==> config.mk <==
export PLATFORM = sky130hd
export DESIGN_NAME = spi_reg_master
export DESIGN_NICKNAME = d
export VERILOG_FILES = /design/src/rtl/spi_pkg.sv /design/src/rtl/spi_half_tick.sv /design/src/rtl/spi_reg_master.sv
export SDC_FILE = /design/constraint.sdc
export NUM_CORES = 1
export LEC_CHECK = 0
export ABC_AREA = 1
export CAP_MARGIN = 25
export CORE_MARGIN = 5
export CORE_UTILIZATION = 50
export CTS_CLUSTER_SIZE = 25
export DETAILED_ROUTE_END_ITERATION = 12
export PLACE_DENSITY = 0.75
export SYNTH_ARGS = -nofsm -noshare
export SYNTH_HDL_FRONTEND = slang
export SYNTH_SLANG_ARGS = --single-unit
==> constraint.sdc <==
create_clock -name clk -period 2.3 [get_ports clk]
set_clock_uncertainty 0.1 [all_clocks]
set_input_delay 0.345 -clock clk [delete_from_list [all_inputs] [get_ports clk]]
set_output_delay 0.345 -clock clk [all_outputs]
set_load 0.05 [all_outputs]
==> src/rtl/spi_pkg.sv <==
// Shared frame layout, FSM states and remote register map for the SPI register link.
package spi_pkg;

    localparam int FRAME_BITS = 32;
    localparam int RW_BIT     = 31;
    localparam int ADDR_MSB   = 30;
    localparam int ADDR_LSB   = 16;
    localparam int DATA_BITS  = 16;
    localparam int ADDR_BITS  = ADDR_MSB - ADDR_LSB + 1;

    typedef enum logic [2:0] {
        IDLE,
        SETUP,
        SHIFT,
        HOLD,
        GAP
    } spi_state_e;

    localparam logic [ADDR_BITS-1:0] CONTROL    = 15'd0;
    localparam logic [ADDR_BITS-1:0] EQ_TAP_SEL = 15'd1;
    localparam logic [ADDR_BITS-1:0] MPIO_SEL   = 15'd2;
    localparam logic [ADDR_BITS-1:0] SRAM_SEL   = 15'd3;
    localparam logic [ADDR_BITS-1:0] STATUS     = 15'd4;
    localparam logic [ADDR_BITS-1:0] MOTOR      = 15'd5;
    localparam logic [ADDR_BITS-1:0] AUX        = 15'd6;
    localparam logic [ADDR_BITS-1:0] TEST       = 15'd7;

    // Reads put zeros in the data field; the slave drives its answer on miso instead.
    function automatic logic [FRAME_BITS-1:0] build_frame(
        input logic                 rw,
        input logic [ADDR_BITS-1:0] addr,
        input logic [DATA_BITS-1:0] data
    );
        return {rw, addr, rw ? {DATA_BITS{1'b0}} : data};
    endfunction

endpackage

==> src/rtl/spi_half_tick.sv <==
// Prescaler: one-cycle tick every CLK_DIV clocks while enabled, restarting on each enable.
module spi_half_tick #(
    parameter int CLK_DIV = 4
) (
    input  logic clk,
    input  logic reset_n,
    input  logic i_en,
    output logic o_tick
);

    localparam int            CW   = (CLK_DIV > 1) ? $clog2(CLK_DIV) : 1;
    localparam logic [CW-1:0] LAST = CW'(CLK_DIV - 1);

    logic [CW-1:0] r_cnt;

    // Held at zero while disabled, so the first tick lands CLK_DIV cycles after enable rises.
    always_ff @(posedge clk or negedge reset_n) begin
        if (!reset_n)
            r_cnt <= '0;
        else if (!i_en || r_cnt == LAST)
            r_cnt <= '0;
        else
            r_cnt <= r_cnt + 1'b1;
    end

    assign o_tick = i_en && (r_cnt == LAST);

endmodule

==> src/rtl/spi_reg_master.sv <==
// SPI mode-0 initiator: one 32-bit command+data frame per request, read data returned locally.
module spi_reg_master #(
    parameter int CLK_DIV  = 4,
    parameter int CS_SETUP = 2,
    parameter int CS_HOLD  = 2,
    parameter int IDLE_GAP = 2
) (
    input  logic        clk,
    input  logic        reset_n,
    input  logic        start,
    input  logic        rw,
    input  logic [14:0] addr,
    input  logic [15:0] wr_data,
    output logic        busy,
    output logic        done,
    output logic [15:0] rd_data,
    output logic        spi_cs0,
    output logic        spi_clk,
    output logic        spi_mosi,
    input  logic        spi_miso
);

    import spi_pkg::*;

    localparam int CNT_MAX = (CS_SETUP > CS_HOLD) ? ((CS_SETUP > IDLE_GAP) ? CS_SETUP : IDLE_GAP)
                                                  : ((CS_HOLD > IDLE_GAP) ? CS_HOLD : IDLE_GAP);
    localparam int CW = $clog2(CNT_MAX + 1);
    localparam logic [CW-1:0] SETUP_LAST = CW'(CS_SETUP - 1);
    localparam logic [CW-1:0] HOLD_LAST  = CW'(CS_HOLD - 1);
    localparam logic [CW-1:0] GAP_LAST   = CW'(IDLE_GAP - 1);

    spi_state_e             r_state;
    logic [CW-1:0]          r_cnt;
    logic [4:0]             r_bit;
    logic [FRAME_BITS-1:0]  r_tx;
    logic [DATA_BITS-1:0]   r_rx;
    logic                   r_rw;
    logic                   r_busy;
    logic                   r_done;
    logic [DATA_BITS-1:0]   r_rd_data;
    logic                   r_cs0;
    logic                   r_sclk;
    logic                   r_mosi;
    logic [FRAME_BITS-1:0]  w_frame;
    logic                   w_tick;

    assign w_frame = build_frame(rw, addr, wr_data);

    spi_half_tick #(.CLK_DIV(CLK_DIV)) u_half_tick (
        .clk     (clk),
        .reset_n (reset_n),
        .i_en    (r_state == SHIFT),
        .o_tick  (w_tick)
    );

    always_ff @(posedge clk or negedge reset_n) begin
        if (!reset_n) begin
            r_state   <= IDLE;
            r_cnt     <= '0;
            r_bit     <= '0;
            r_tx      <= '0;
            r_rx      <= '0;
            r_rw      <= 1'b0;
            r_busy    <= 1'b0;
            r_done    <= 1'b0;
            r_rd_data <= '0;
            r_cs0     <= 1'b1;
            r_sclk    <= 1'b0;
            r_mosi    <= 1'b0;
        end else begin
            r_done <= 1'b0;
            case (r_state)
                IDLE: if (start) begin
                    // r_tx holds the bits still to go out; bit 31 is presented right away.
                    r_tx    <= {w_frame[FRAME_BITS-2:0], 1'b0};
                    r_mosi  <= w_frame[RW_BIT];
                    r_rw    <= rw;
                    r_cs0   <= 1'b0;
                    r_busy  <= 1'b1;
                    r_cnt   <= '0;
                    r_bit   <= '0;
                    r_state <= SETUP;
                end
                SETUP: if (r_cnt == SETUP_LAST) begin
                    r_sclk  <= 1'b1;
                    r_state <= SHIFT;
                end else begin
                    r_cnt <= r_cnt + 1'b1;
                end
                SHIFT: if (w_tick) begin
                    if (r_sclk) begin
                        r_sclk <= 1'b0;
                        r_rx   <= {r_rx[DATA_BITS-2:0], spi_miso};
                        r_mosi <= r_tx[FRAME_BITS-1];
                        r_tx   <= {r_tx[FRAME_BITS-2:0], 1'b0};
                    end else if (r_bit == 5'd31) begin
                        // The last bit's low half has elapsed; the clock stays parked low.
                        r_cnt   <= '0;
                        r_state <= HOLD;
                    end else begin
                        r_bit  <= r_bit + 5'd1;
                        r_sclk <= 1'b1;
                    end
                end
                HOLD: if (r_cnt == HOLD_LAST) begin
                    r_cs0   <= 1'b1;
                    r_done  <= 1'b1;
                    if (r_rw)
                        r_rd_data <= r_rx;
                    r_cnt   <= '0;
                    r_state <= GAP;
                end else begin
                    r_cnt <= r_cnt + 1'b1;
                end
                GAP: if (r_cnt == GAP_LAST) begin
                    r_busy  <= 1'b0;
                    r_state <= IDLE;
                end else begin
                    r_cnt <= r_cnt + 1'b1;
                end
                default: r_state <= IDLE;
            endcase
        end
    end

    assign busy     = r_busy;
    assign done     = r_done;
    assign rd_data  = r_rd_data;
    assign spi_cs0  = r_cs0;
    assign spi_clk  = r_sclk;
    assign spi_mosi = r_mosi;

endmodule

; Yosys cells after proc, flatten, opt, wreduce, memory -nomap -nowiden
; Index checks and enable logic that the tools add are counted.
; Widths: inputs -> output; s select.
[totals]
reg_bits = 82
inputBits = 36
output_inout_bits = 21
wordCells = 95
[op_classes]
add_sub_neg = 3
eq_ne = 17
mux = 42
reduce_logical = 20
[ops]
columns = operator, count
row1 = $mux 32, 3
row2 = $pmux 32 s2, 1
row3 = $mux 3, 7
row4 = $mux 5, 4
row5 = $ne 2x2->1 const B, 10
row6 = $mux 16, 1
row7 = $pmux 3 s5, 1
row8 = $reduce_and 3->1, 5
row9 = $mux 2, 7
row10 = $mux 1, 12
row11 = $pmux 5 s2, 1
row12 = $pmux 1 s2, 4
row13 = $pmux 2 s4, 1
row14 = $reduce_bool 2->1, 4
row15 = $reduce_and 7->1, 1
row16 = $eq 3x2->1 const B, 2
row17 = $reduce_and 6->1, 1
row18 = $add 5x1->5 const B, 1
row19 = $eq 5x5->1 const B, 1
row20 = $reduce_and 5->1, 1
row21 = $add 2x1->2 const B, 2
row22 = $reduce_and 4->1, 1
row23 = $reduce_bool 4->1, 1
row24 = $eq 3x1->1 const B, 1
row25 = other kinds (9), 9

; Longest topological paths before layout
; Gate-level depths: netlist of run 1.
[depth]
depth_word = 5
mapped_depth = 11
mapped_depth_nobuf = 11

; Hierarchy
; Synthesis of run 1 repeated with hierarchy kept, for this count alone.
[hier_totals]
cells_unflattened = 480
hier_area_um2 = 3712.3
[modules_own_cells]
columns = mod, instances, cells_per_inst, area_per_inst_um2, seq_area_each_um2
row1 = spi_reg_master, 1, 470, 3623.5, 1978.1
row2 = spi_half_tick, 1, 10, 88.8, 50.0

; Worst setup path after synthesis of run 1
; Ideal clock, no wire load.
[synth_timing]
path_type = flip-flop to flip-flop
start = reg r_bit[0]
end = reg r_bit[0]
setup_ps = 123
t_arrival_ps = 1481
required_time_ps = 2077
slack_ps = 596
path_stages_with_launch = 10
path_buffers = 0
period_less_slack_ps = 1704
path_cell_list = dfrtp_1 > ha_1 > nand2_1 > nor2_1 > ha_1 > nor2_1 > o21ai_0 > nor2_1 > nand2_1 > nand2_1
[synth_between]
elab_chain_len = 5
word_cells_on_any_way = 8
classes_between = 1 x add/sub / 2 x eq/ne / 4 x mux / 1 x reduce/logical
[synth_lines]
columns = element, line
row1 = "start, declared", spi_reg_master.sv:34  ; logic [4:0] r_bit;
row2 = "start signal, assigned", spi_reg_master.sv:101  ; r_bit <= r_bit + 5'd1;
row3 = $add 5x1->5, spi_reg_master.sv:101
row4 = $mux 5, spi_reg_master.sv:96  ; end else if (r_bit == 5'd31) begin
row5 = $mux 5, spi_reg_master.sv:91  ; if (r_sclk) begin
row6 = $mux 5, spi_reg_master.sv:90  ; SHIFT: if (w_tick) begin
row7 = $pmux 5 s2, spi_reg_master.sv:72  ; case (r_state)
; Parallel ways exist; a longest one is shown, timed or not. The select of a mux whose other input is x is not followed.
; A chain may end at the register's enable or synchronous reset.

; Worst setup path after layout of run 1
[layout_timing]
start = reg r_cs0, in the netlist spi_cs0
end = out spi_cs0
[layout_lines]
columns = element, line
row1 = "start, declared", spi_reg_master.sv:41  ; logic r_cs0;
row2 = "start signal, assigned", spi_reg_master.sv:67  ; r_cs0 <= 1'b1;
row3 = "start signal, assigned", spi_reg_master.sv:78  ; r_cs0 <= 1'b0;
row4 = "start signal, assigned", spi_reg_master.sv:106  ; r_cs0 <= 1'b1;
row5 = "end, declared", spi_reg_master.sv:17  ; output logic spi_cs0,
; No word-level cell between the ends.

==> results of run 1 <==
placed cells by master (no fill, tap or decap), drive strengths merged:
master           n
nor3             1
clkinv           3
nand3           60
nor2            17
ha               5
clkinvlp         2
xor2             1
o21ai           44
dfrtp           80
dlygate4sd3      1
buf             10
clkbuf           9
inv             36
nand4            4
clkdlybuf4s50   55
nor3b            1
nand2          213
dfstp            1
a21oi            1
cells in the mapped netlist (all sizes together):
| master | count | area, um^2 |
|---|---|---|
| a21oi | 1 | 5.00 |
| buf | 18 | 135 |
| clkbuf | 6 | 22.5 |
| clkinv | 1 | 3.75 |
| dfrtp | 80 | 2000 |
| dfstp | 1 | 26.3 |
| ha | 5 | 62.6 |
| inv | 33 | 124 |
| nand2 | 213 | 815 |
| nand3 | 60 | 360 |
| nand4 | 4 | 25.0 |
| nor2 | 17 | 68.8 |
| nor3 | 1 | 16.3 |
| nor3b | 1 | 7.51 |
| o21ai | 44 | 277 |
| xor2 | 1 | 8.76 |
registers in the layout, indices dropped and copies added (netlist names), 2 cells and up:
register / flops
r_state: 3
r_cnt: 2
r_rx: 16
u_half_tick.r_cnt: 2
rd_data: 16
r_bit: 5
r_tx: 31
logic make-up after synthesis:
group           synth area share
buf+inv                   0.0721
compound gates            0.0711
flops                      0.512
fa+ha+maj                 0.0158
simple gates               0.326
xor+xnor                 0.00221
area by class of cell:
type	instances	area share
sequential	81	0.424
multi-input combinational	347	0.344
timing repair buffer	66	0.141
inverter	34	0.0267
tap	102	0.0267
clock buffer	9	0.0259
clock inverter	7	0.0128
repair_timing:
item	in CTS	in global routing
setup buffers	0	0
hold buffers	1	0
endpoints found under the hold margin	42	0
power by group:
part	internal, uW	switching [uW]	leakage [uW]
Combinational	765	1540	0.00121
Sequential	1770	231	0.00107
Clock	411	560	0.0000884
worst register-to-register path, cell delays in order (launching register included):
cell and delay [ns]:
dfrtp_1 0.41, ha_1 0.19, nand2_1 0.07, nor2_1 0.10
ha_1 0.17, nor2_1 0.06, o21ai_0 0.45, nor2_1 0.21
nand2_1 0.10, nand2_1 0.05
layer usage:
metal | wire (um) | GRT usage | vias up
met1 | 3730 | 0.229 | 1517
met3 | 412 | 0.0403 | 2
met2 | 3780 | 0.277 | 74
met4 | 14 | 0.0420 | 0
met5 | 0 | 0 | -
li1 | - | - | 1643
through the flow:
step	instances	instance area (um^2)
after floorplan	486	3960
after global placement	629	4590
after detailed placement	629	4590
after CTS	646	4790
after global routing	646	4790
final	646	4790
how the worst min path moves through the flow:
| stage | to | start |
|---|---|---|
| 3_3_place_gp | r_cnt[1] | reset_n |
| 2_1_floorplan | busy | reset_n |
| 5_1_grt | u_half_tick.r_cnt[0] | u_half_tick.r_cnt[0] |
| 4_1_cts | u_half_tick.r_cnt[0] | u_half_tick.r_cnt[0] |
| 3_5_place_dp | r_cnt[1] | reset_n |
| 6_report | u_half_tick.r_cnt[0] | u_half_tick.r_cnt[0] |
==> impl_metrics.py, run 1 <==
metrics = {
    "finish": {
        "area_growth_pct": 20.9,
        "post-route-util": 0.619,
        "antennaDiodeCount": 0,
        "drive_gt1_frac": 0.118,
        "layout.nets": 580,
        "multi_input_area_um2": 1650,
        "nFillCells": 665,
        "final-seq-area_um2": 2030,
    },
    "die": {
        "rows": 32,
        "die_area_um2": 9800,
        "ios": 57,
        "fp.dieH_um": 99.0,
        "core_um2": 7730,
        "initial_utilization": 0.512,
        "chipWidth_um": 99.0,
    },
    "yosys": {
        "yosysWarnings": 0,
        "syn-num-nets": 527,
        "ys_seq_area_frac": 0.512,
        "syn-instance-count": 486,
        "netlist_area_um2": 3960,
        "ys_ff_latch": 81,
        "ys_types": 25,
        "syn_avg_cell_area_um2": 8.15,
    },
    "worst_hold_path": {
        "min_path_type": "flip-flop to flip-flop",
        "hold_depth": 1,
    },
    "routing": {
        "drc": 0,
        "vias_per_cell": 5.01,
        "drt-initial-drc-count": 134,
        "ant_nets": 0,
        "drtPass1Iterations": 4,
        "vias": 3236,
        "drt_wl_total_mm": 7.94,
        "routedWlPerCell_um": 12.3,
    },
    "place": {
        "dp_slack_ns": 0.292,
        "gp_congestion": 0.863,
        "dp_hpwl_mm": 5.42,
        "port_buffers": 56,
    },
    "power_and_ir_drop": {
        "ir_drop_mv": 0.639,
        "power_uw": 5280,
        "power.density_nw_per_um2": 1100,
        "p_leak_uw": 0.00238,
    },
    "clocking": {
        "cts_tree": "done",
        "cts.reportedPaths.clkPinSlew_ns": 0.09,
        "cts_buffer_depth": 2,
        "clock-sinks": 81,
        "htreeDepth": 3,
        "clock_latency_ns": 0.34,
        "cts_resized": 0,
        "cts_buffers": 9,
        "cts_root_buf": "clkbuf_8",
    },
    "global_route": {
        "grt_pass1_vias": 3182,
        "antenna_found_initial": 0,
        "grt.total_usage": 0.170,
        "grt_pass1_wl_mm": 14.0,
        "grt_max_degree": 45,
        "grt-ovfl-total": 0,
    },
    "worst_setup_path": {
        "critPathMaxStageDelay_ns": 0.80,
        "cp.depth": 1,
        "critPathTopFamily": "buffers and inverters",
        "reg2regPathDepth": 9,
        "worstSetupEndpoint": "spi_cs0",
        "critPathCaptureType": "output port",
        "cp_slowest_cell": "clkdlybuf4s50_1",
        "start_kind": "flip-flop",
        "worst-endpoint-arrival_ns": 1.68,
        "r2r_end": "r_bit[3]",
        "startpoint": "spi_cs0",
        "crit_chain": "clkdlybuf4s50_1",
        "cp_num_buf_inv": 1,
        "required_ns": 1.86,
        "critPathMaxFanout": 2,
        "timing.rr.start": "r_bit[0]",
        "r2r_slack_ns": 0.27,
        "setup.worst_path.class": "flip-flop to output port",
    },
    "sta": {
        "max-slew-margin-rel": 0.628,
        "fmax_mhz": 471,
        "period_minus_slack_ns": 2.12,
        "hold_ws_ns": 0.341,
        "drv_slew": 0,
        "setup_viol": 0,
        "finalHoldViolCount": 0,
        "fin_tns_setup_ns": 0,
        "period_share": 0.923,
        "rsz0062_at_grt": "no",
        "fin_ws_ns": 0.177,
        "tightest_slew_ns": 0.552,
    },
    "run": {
        "maxCapViolations": 0,
    },
    "status": {
        "status": "completed",
    },
}
Note: power is estimated with default switching activity, not from simulation.
==> inputs of run 2 (changes only) <==
--- a/config.mk
+++ b/config.mk
@@ -7,7 +7,7 @@
 export LEC_CHECK = 0
 export ABC_AREA = 1
 export CAP_MARGIN = 25
-export CORE_MARGIN = 5
+export CORE_MARGIN = 2
 export CORE_UTILIZATION = 50
 export CTS_CLUSTER_SIZE = 25
 export DETAILED_ROUTE_END_ITERATION = 12
==> run 2 against run 1 <==
Total power increased by 2.5%. Worst hold slack got worse by 0.0072 ns. Maximum frequency increased by 0.29%. Global-route usage increased by 2.8 points. First-iteration DRC count increased by 14%. Routed wire length decreased by 0.45%. Clock-buffer cell count increased by 1.
==> impl_metrics.py, run 2 (synthesized netlist as in run 1, its figures left out) <==
metrics = {
    "worst_setup_path": {
        "setup.worst_path.class": "flip-flop to output port",
        "worst-endpoint-arrival_ns": 1.67,
        "cp_slowest_cell": "clkdlybuf4s50_1",
        "required_ns": 1.86,
        "critPathMaxStageDelay_ns": 0.79,
        "critPathTopFamily": "buffers and inverters",
        "critPathCaptureType": "output port",
        "start_kind": "flip-flop",
        "cp_num_buf_inv": 1,
        "critPathMaxFanout": 2,
        "crit_chain": "clkdlybuf4s50_1",
    },
    "clocking": {
        "cts_tree": "done",
        "cts.reportedPaths.clkPinSlew_ns": 0.08,
        "cts_root_buf": "clkbuf_8",
        "clock_latency_ns": 0.34,
        "htreeDepth": 3,
        "cts_buffers": 9,
        "cts_setup_buffers": 0,
        "cts_buffer_depth": 2,
        "clock-sinks": 81,
    },
    "power_and_ir_drop": {
        "p_int_uw": 3140,
        "ir_drop_mv": 0.709,
        "power.density_nw_per_um2": 1130,
        "p_leak_uw": 0.00239,
        "net-switching-power_uw": 2280,
        "comb_power_share": 0.416,
        "pwr-share-clk": 0.214,
        "power_frac_seq": 0.370,
        "p_sw_frac": 0.421,
    },
    "global_route": {
        "grt_pass1_vias": 3114,
        "grt_pass1_wl_mm": 13.9,
        "antenna_found_initial": 0,
        "grt.total_usage": 0.198,
        "grt-ovfl-total": 0,
        "grt_max_degree": 50,
    },
    "routing": {
        "drtPass1Iterations": 4,
        "routedWlPerCell_um": 12.2,
        "ant_nets": 0,
        "drt_wl_total_mm": 7.90,
        "vias": 3244,
        "vias_per_cell": 5.03,
        "drc": 0,
        "drt-initial-drc-count": 153,
    },
    "finish": {
        "largest_reg_flops": 31,
        "antennaDiodeCount": 0,
        "area_growth_pct": 21.5,
        "layout.nets": 579,
        "final_cell_mix": "209 x nand2_1, 80 x dfrtp_1, 55 x clkdlybuf4s50_1",
        "regMostFlops": "r_tx",
        "drive_gt1_frac": 0.116,
        "final_common_cell": "nand2_1",
        "post-route-util": 0.626,
    },
    "die": {
        "chipWidth_um": 93.0,
        "die_area_um2": 8650,
        "rows": 32,
        "ios": 57,
        "core_um2": 7690,
        "fp.dieH_um": 93.0,
        "initial_utilization": 0.515,
    },
    "worst_hold_path": {
        "min_path_type": "flip-flop to flip-flop",
    },
    "sta": {
        "period_minus_slack_ns": 2.12,
        "drv_slew": 0,
        "fmax_mhz": 472,
        "period_share": 0.921,
        "max-slew-margin-rel": 0.592,
        "setup_viol": 0,
        "fin_tns_setup_ns": 0,
        "rsz0062_at_grt": "no",
        "finalHoldViolCount": 0,
        "tightest_slew_ns": 0.613,
        "fin_ws_ns": 0.183,
    },
    "place": {
        "port_buffers": 56,
        "gp_congestion": 0.760,
        "dp_hpwl_mm": 5.23,
        "dp_slack_ns": 0.272,
    },
    "status": {
        "status": "completed",
    },
    "run": {
        "maxCapViolations": 0,
    },
}
run 2: cell count changes in the layout (fill, tap and decap cells not counted):
cell	change
bufinv_16	+2
clkinv_2	+1
inv_8	-1
clkinv_4	-1
clkinvlp_4	-1
buf_12	-1
inv_6	-1
clkbuf_8	+1
run 2: per-layer routing:
metal,vias up,part of all wire,GRT usage
met4,0,0.014,0.0588
met3,11,0.040,0.0338
met1,1510,0.46,0.261
met2,80,0.48,0.336
li1,1643,-,-
met5,-,0,0
run 2: stage by stage:
stage | hold slack, ns | power (uW) | cells | instance area, um^2
floorplan | -0.0506 | 3760 | 486 | 3960
global placement | 0.302 | 4200 | 628 | 4570
detailed placement | 0.304 | 4270 | 628 | 4570
CTS | 0.335 | 5460 | 645 | 4810
global route | 0.355 | 5840 | 645 | 4810
finish | 0.334 | 5420 | 645 | 4810
run 2: final cells by class:
cell class / instances / area (um^2)
timing repair buffer: 65 / 653
multi-input combinational: 347 / 1650
clock inverter: 6 / 90.1
tap: 102 / 128
clock buffer: 10 / 138
fill: 668 / 2880
sequential: 81 / 2030
inverter: 34 / 128
run 2: worst paths after layout:
kind	from	end	slack, ns	depth (start not counted)
min reg2reg	u_half_tick.r_cnt[0]	u_half_tick.r_cnt[0]	0.33	1
min in group asynchronous	reset_n	r_cnt[0]	0.46	2
max reg2reg	r_bit[0]	r_bit[2]	0.28	9
min	u_half_tick.r_cnt[0]	u_half_tick.r_cnt[0]	0.33	1
max in group asynchronous	reset_n	r_tx[5]	1.05	3
max	spi_cs0	spi_cs0	0.18	1
run 2: what timing repair did:
item,4_1_cts,5_1_grt
hold buffers,1,0
gates resized for setup,0,0
endpoints found under the hold margin,47,0
run 2: power groups by stage:
stage	registers (uW)	clock network, uW	logic, uW
after floorplan	2080	0	1680
after global placement	2010	0	2190
after detailed placement	2020	0	2260
after CTS	2000	1190	2270
after global routing	2050	1260	2530
final	2000	1160	2260
==> inputs of run 3 (changes only) <==
--- a/config.mk
+++ b/config.mk
@@ -7,11 +7,11 @@
 export LEC_CHECK = 0
 export ABC_AREA = 1
 export CAP_MARGIN = 25
-export CORE_MARGIN = 2
+export CORE_MARGIN = 4
 export CORE_UTILIZATION = 50
 export CTS_CLUSTER_SIZE = 25
 export DETAILED_ROUTE_END_ITERATION = 12
-export PLACE_DENSITY = 0.75
+export PLACE_DENSITY = 0.74
 export SYNTH_ARGS = -nofsm -noshare
 export SYNTH_HDL_FRONTEND = slang
 export SYNTH_SLANG_ARGS = --single-unit
==> run 3 against run 2 <==
Sequential share of layout area hardly changed. Critical path type unchanged. Design area hardly changed. Clock-buffer cell count stayed put. Critical path depth stayed put. Worst hold slack worse by 0.0044 ns. Global-route usage is 1.8 points lower. Maximum frequency is 0.47% lower. Core utilization is 0.31 points lower.
==> impl_metrics.py, run 3 (synthesized netlist as in run 1, its figures left out) <==
metrics = {
    "power_and_ir_drop": {
        "power_frac_seq": 0.370,
        "p_int_uw": 3140,
        "pwr-share-clk": 0.214,
        "ir_drop_mv": 0.731,
        "p_sw_frac": 0.419,
        "power_uw": 5400,
        "p_leak_uw": 0.00239,
        "comb_power_share": 0.415,
        "power.density_nw_per_um2": 1120,
        "net-switching-power_uw": 2260,
    },
    "routing": {
        "drtPass1Iterations": 5,
        "drc": 0,
        "routedWlPerCell_um": 12.3,
        "drt_wl_total_mm": 7.98,
        "vias": 3249,
        "vias_per_cell": 5.02,
        "ant_nets": 0,
        "drt-initial-drc-count": 179,
    },
    "worst_setup_path": {
        "timing.rr.start": "r_bit[0]",
        "critPathTopFamily": "buffers and inverters",
        "cp_num_buf_inv": 1,
        "critPathMaxFanout": 2,
        "startpoint": "spi_cs0",
        "worst-endpoint-arrival_ns": 1.68,
        "start_kind": "flip-flop",
        "cp_slowest_cell": "clkdlybuf4s50_1",
        "critPathCaptureType": "output port",
        "crit_chain": "clkdlybuf4s50_1",
        "setup.worst_path.class": "flip-flop to output port",
        "critPathMaxStageDelay_ns": 0.79,
        "required_ns": 1.86,
    },
    "die": {
        "die_area_um2": 9410,
        "chipWidth_um": 97.0,
        "fp.dieH_um": 97.0,
        "initial_utilization": 0.512,
        "rows": 32,
        "ios": 57,
        "core_um2": 7730,
    },
    "sta": {
        "period_minus_slack_ns": 2.13,
        "drv_slew": 0,
        "rsz0062_at_grt": "no",
        "fin_tns_setup_ns": 0,
        "period_share": 0.925,
        "max-slew-margin-rel": 0.613,
        "fmax_mhz": 470,
        "hold_ws_ns": 0.330,
        "tightest_slew_ns": 0.580,
        "finalHoldViolCount": 0,
        "setup_viol": 0,
    },
    "finish": {
        "regMostFlops": "r_tx",
        "final_cell_mix": "209 x nand2_1, 80 x dfrtp_1, 55 x clkdlybuf4s50_1",
        "antennaDiodeCount": 0,
        "final_common_cell": "nand2_1",
        "fin_cells": 647,
        "nFillCells": 646,
        "largest_reg_flops": 31,
        "multi_input_area_um2": 1650,
        "postLayoutCellArea_um2": 4810,
        "layout.nets": 581,
        "area_growth_pct": 21.5,
        "drive_gt1_frac": 0.119,
        "final-seq-area_um2": 2030,
    },
    "worst_hold_path": {
        "min_path_type": "flip-flop to flip-flop",
        "worst_hold_startpoint": "u_half_tick.r_cnt[0]",
    },
    "status": {
        "status": "completed",
    },
    "place": {
        "dpl.cell_count": 630,
        "gp_congestion": 0.806,
        "dp_hpwl_mm": 5.31,
        "dpl_cell_area_um2": 4570,
        "port_buffers": 56,
    },
    "global_route": {
        "grt_pass1_wl_mm": 14.2,
        "grt_max_degree": 47,
        "antenna_found_initial": 0,
        "grt_pass1_vias": 3238,
        "grt-ovfl-total": 0,
        "grt.total_usage": 0.180,
    },
    "clocking": {
        "htreeDepth": 3,
        "clock-sinks": 81,
        "clock_latency_ns": 0.35,
        "cts_root_buf": "clkbuf_8",
        "cts_setup_buffers": 0,
        "cts_buffers": 9,
        "cts_tree": "done",
        "cts.reportedPaths.clkPinSlew_ns": 0.08,
        "cts_buffer_depth": 2,
        "cts_resized": 0,
    },
    "run": {
        "maxCapViolations": 0,
    },
}
-- run 3: cell count changes in the layout (fill, tap and decap cells not counted), sizes merged --
| cell | before | now |
|---|---|---|
| buf | 9 | 11 |
| clkinv | 3 | 2 |
| clkinvlp | 1 | 2 |
-- run 3: power by group through the flow --
stage	clock network (uW)	logic [uW]	registers, uW
6_report	1160	2240	2000
5_1_grt	1260	2540	2040
4_1_cts	1200	2260	2000
3_5_place_dp	0	2260	2020
3_3_place_gp	0	2190	2010
2_1_floorplan	0	1680	2080
-- run 3: worst paths after layout --
check	to	slack, ns	depth (start not counted)
min in group asynchronous	rd_data[0]	0.44	2
worst min-delay path	u_half_tick.r_cnt[0]	0.33	1
worst min register to register	u_half_tick.r_cnt[0]	0.33	1
worst max-delay path	spi_cs0	0.17	1
max in group asynchronous	r_tx[10]	1.01	3
worst max register to register	r_bit[2]	0.26	9
-- run 3: per-stage QoR --
stage                     setup slack [ns]  utilization
after floorplan                      0.596            -
after global placement               0.501        0.592
after detailed placement             0.324        0.592
after CTS                            0.149        0.623
after global routing                0.0819        0.623
final                                0.173        0.623
-- run 3: what timing repair did --
| item | in CTS | in global routing |
|---|---|---|
| hold endpoints to repair | 43 | 0 |
| hold buffers | 1 | 0 |
| setup endpoints to repair | 0 | 0 |
-- run 3: layer usage --
layer	GRT usage	vias up	wire [um]
met2	0.306	84	3870
met4	0.0486	0	78
met3	0.0541	8	477
met1	0.223	1520	3550
met5	0	-	0
li1	-	1637	-
-- run 3: area by class of cell --
class / count / area share
flip-flops and latches: 81 / 0.422
clock inverters: 6 / 0.0185
multi-input cells: 347 / 0.342
clock buffers: 10 / 0.0286
repair buffers: 67 / 0.136
well taps: 102 / 0.0265
inverters: 34 / 0.0265
==> RTL edit: new RTL, config.mk and constraints of run 1 <==
Re-encode `spi_state_e` (5 states) as one-hot, 5 bits wide.
--- a/src/rtl/spi_pkg.sv
+++ b/src/rtl/spi_pkg.sv
@@ -8,12 +8,12 @@
     localparam int DATA_BITS  = 16;
     localparam int ADDR_BITS  = ADDR_MSB - ADDR_LSB + 1;
 
-    typedef enum logic [2:0] {
-        IDLE,
-        SETUP,
-        SHIFT,
-        HOLD,
-        GAP
+    typedef enum logic [4:0] {
+        IDLE  = 5'b00001,
+        SETUP = 5'b00010,
+        SHIFT = 5'b00100,
+        HOLD  = 5'b01000,
+        GAP   = 5'b10000
     } spi_state_e;
 
     localparam logic [ADDR_BITS-1:0] CONTROL    = 15'd0;
Formal check against the unedited RTL: no difference found for any inputs over 10 cycles, from zero or initial values and one cycle with reset_n low; not proved beyond that.
==> RTL edit against run 1 <==
  * Power fell by 11%
  * Design area is 1.9% lower
  * Synthesized area shrank 2.5%
  * Setup slack got worse by 0.015 ns
  * Count of clock-buffer cells in the layout stayed put
  * Sequential cell count is 2 higher
  * Global-route usage is 0.61 points lower
  * Routed wire length shrank 9.4%
  * Critical endpoint unchanged
==> RTL edit: results (changes against run 1) <==
* Number of global-route vias before repair at 3,011 (was 3,182)
* Biggest fanout along the worst timing path at 2 (unchanged)
* First-pass iteration count of the detailed router at 4 (unchanged)
* Register with the most flip-flops: r_tx (unchanged)
* Delay-heaviest family, CP: buffers and inverters (unchanged)
* Multiplexer fraction of the synthesized cell area at 0 (unchanged)
* Share of post-route cells with drive strength above 1 at 0.0925 (was 0.118)
* Flip-flop count of the largest register, all copies and words added at 31 (unchanged)
* Layout net count at 555 (was 580)
* Antenna diode count at 0 (unchanged)
* Hold slack at 0.333 ns (was 0.341 ns)
* Global Route met1 Usage at 0.214 (was 0.229)
* Antenna violations before repair at 0 (unchanged)
* Met2 usage in global routing at 0.266 (was 0.277)
* Share of synthesized cell area in full adder, half adder and majority cells at 0.0162 (was 0.0158)
* Maximum number of pins on one net before global-route repair at 64 (was 45)
* Clock transition at the register clock pins on the worst setup and hold paths after CTS at 0.09 ns (about the same)
* Num CTS Buffers at 9 (unchanged)
* Slew @ Worst Pin at 0.541 ns (was 0.552 ns)
* Leakage dissipation at 2.15 nW (was 2.38 nW)
* Drt drc at 0 (unchanged)
* Worst min path class: input pin to asynchronous set/reset pin (was flop to flop)
* # port buffers at 56 (unchanged)
* First DRT Iteration DRCs at 131 (was 134)
* Worst Setup Slack post-DPL at 0.406 ns (was 0.292 ns)
* Avg Vias per Cell at 4.88 (was 5.01)
* Library cell used as clock root buffer: clkbuf_8 (unchanged)
* Post-detail-place hpwl at 4990 um (was 5420 um)
* Count of cells resized by post-cts repair at 0 (unchanged)
* First-pass GRT wire length at 13,200 um (was 14,000 um)
* Synth Area in Compound Gates at 0.157 (was 0.0711)
* Synth async-reset ratio at 1.00 (unchanged)
* Gr usage total at 0.164 (was 0.170)
* Routed wirelength normalized by instance count at 11.6 um (was 12.3 um)
* Clock tree buffer depth at 2 (unchanged)
* Clock latency on the worst-skew pair at 0.36 ns (was 0.34 ns)
* Post-CTS repair timing setup buffer count at 0 (unchanged)
* CP max stage cell: clkdlybuf4s50_1 (unchanged)
* Cell types with the highest counts after synthesis: nand2_1, dfrtp_1, o21ai_0 (was nand2_1, dfrtp_1, nand3_1)
* Register-to-register setup slack at 0.53 ns (was 0.27 ns)
* Longest individual stage delay on the worst path at 0.79 ns
* H-Tree Depth at 3 (unchanged)
* Synth Warn # at 0 (unchanged)
* Signal arrival time at the worst endpoint at 1.69 ns
* Number of nets in the synthesized netlist at 499 (was 527)
* Gpl congestion at 0.888 (was 0.863)
* Clock period minus worst slack at 2.14 ns (was 2.12 ns)
* Synth top area cells: dfrtp_1, nand2_1, o21ai_0 (was dfrtp_1, nand2_1, nand3_1)
* Number of distinct standard cells referenced by the synthesized netlist at 26 (was 25)
* Post-synthesis sequential area ratio at 0.539 (was 0.512)
* Grt met3 use at 0.0450 (was 0.0403)
* Result of the run: finished clean (unchanged)
* Worst-case vdd ir drop at 595 uV (was 639 uV)
* Parity-gate share of the synthesized area counting xor and xnor cells at 0 (was 0.00221)
## RTL edit: power by group
group          internal [mW]  total (mW)  switching (mW)
combinational          0.583        1.74            1.16
clock                  0.422        1.03           0.607
sequential              1.79        1.93           0.137
total                   2.79        4.70            1.91
## RTL edit: metrics by stage
stage | cell area, um^2 | instances | total power [mW]
2_1_floorplan | 3860 | 458 | 3.36
3_3_place_gp | 4490 | 604 | 3.64
3_5_place_dp | 4490 | 604 | 3.71
4_1_cts | 4700 | 621 | 4.75
5_1_grt | 4700 | 621 | 5.09
6_report | 4700 | 621 | 4.70
## RTL edit: timing repair
action | in CTS | in global routing
endpoints found under the setup margin | 0 | 0
hold buffers | 1 | 0
endpoints found under the hold margin | 22 | 0
## RTL edit: final timing paths
kind,cells past startpoint,endpoint,startpoint
max,1,spi_cs0,spi_cs0
min,2,r_tx[24],reset_n
max reg2reg,9,r_tx[1],r_state[0]
min reg2reg,1,u_half_tick.r_cnt[0],u_half_tick.r_cnt[0]
max in group asynchronous,3,rd_data[2],reset_n
min in group clk,1,u_half_tick.r_cnt[0],u_half_tick.r_cnt[0]
## RTL edit: cell type report
class                      instances  area, um^2
tap                              102         128
fill                             674        2910
inverter                          67         251
clock buffer                       9         124
timing repair buffer              63         638
clock inverter                     7        71.3
sequential                        83        2080
multi-input combinational        290        1410
## RTL edit: routing by layer
| metal | up-vias | routed length (um) |
|---|---|---|
| li1 | 1565 | - |
| met1 | 1392 | 3390 |
| met2 | 66 | 3290 |
| met3 | 10 | 413 |
| met4 | 0 | 89 |
| met5 | - | 0 |
## RTL edit: cell families after synthesis
family                   after synthesis
AND/OR/NAND/NOR                      170
adder cells (fa/ha/maj)                5
buffers and inverters                 85
flip-flops                            83
AO/OA/AOI/OAI                        115
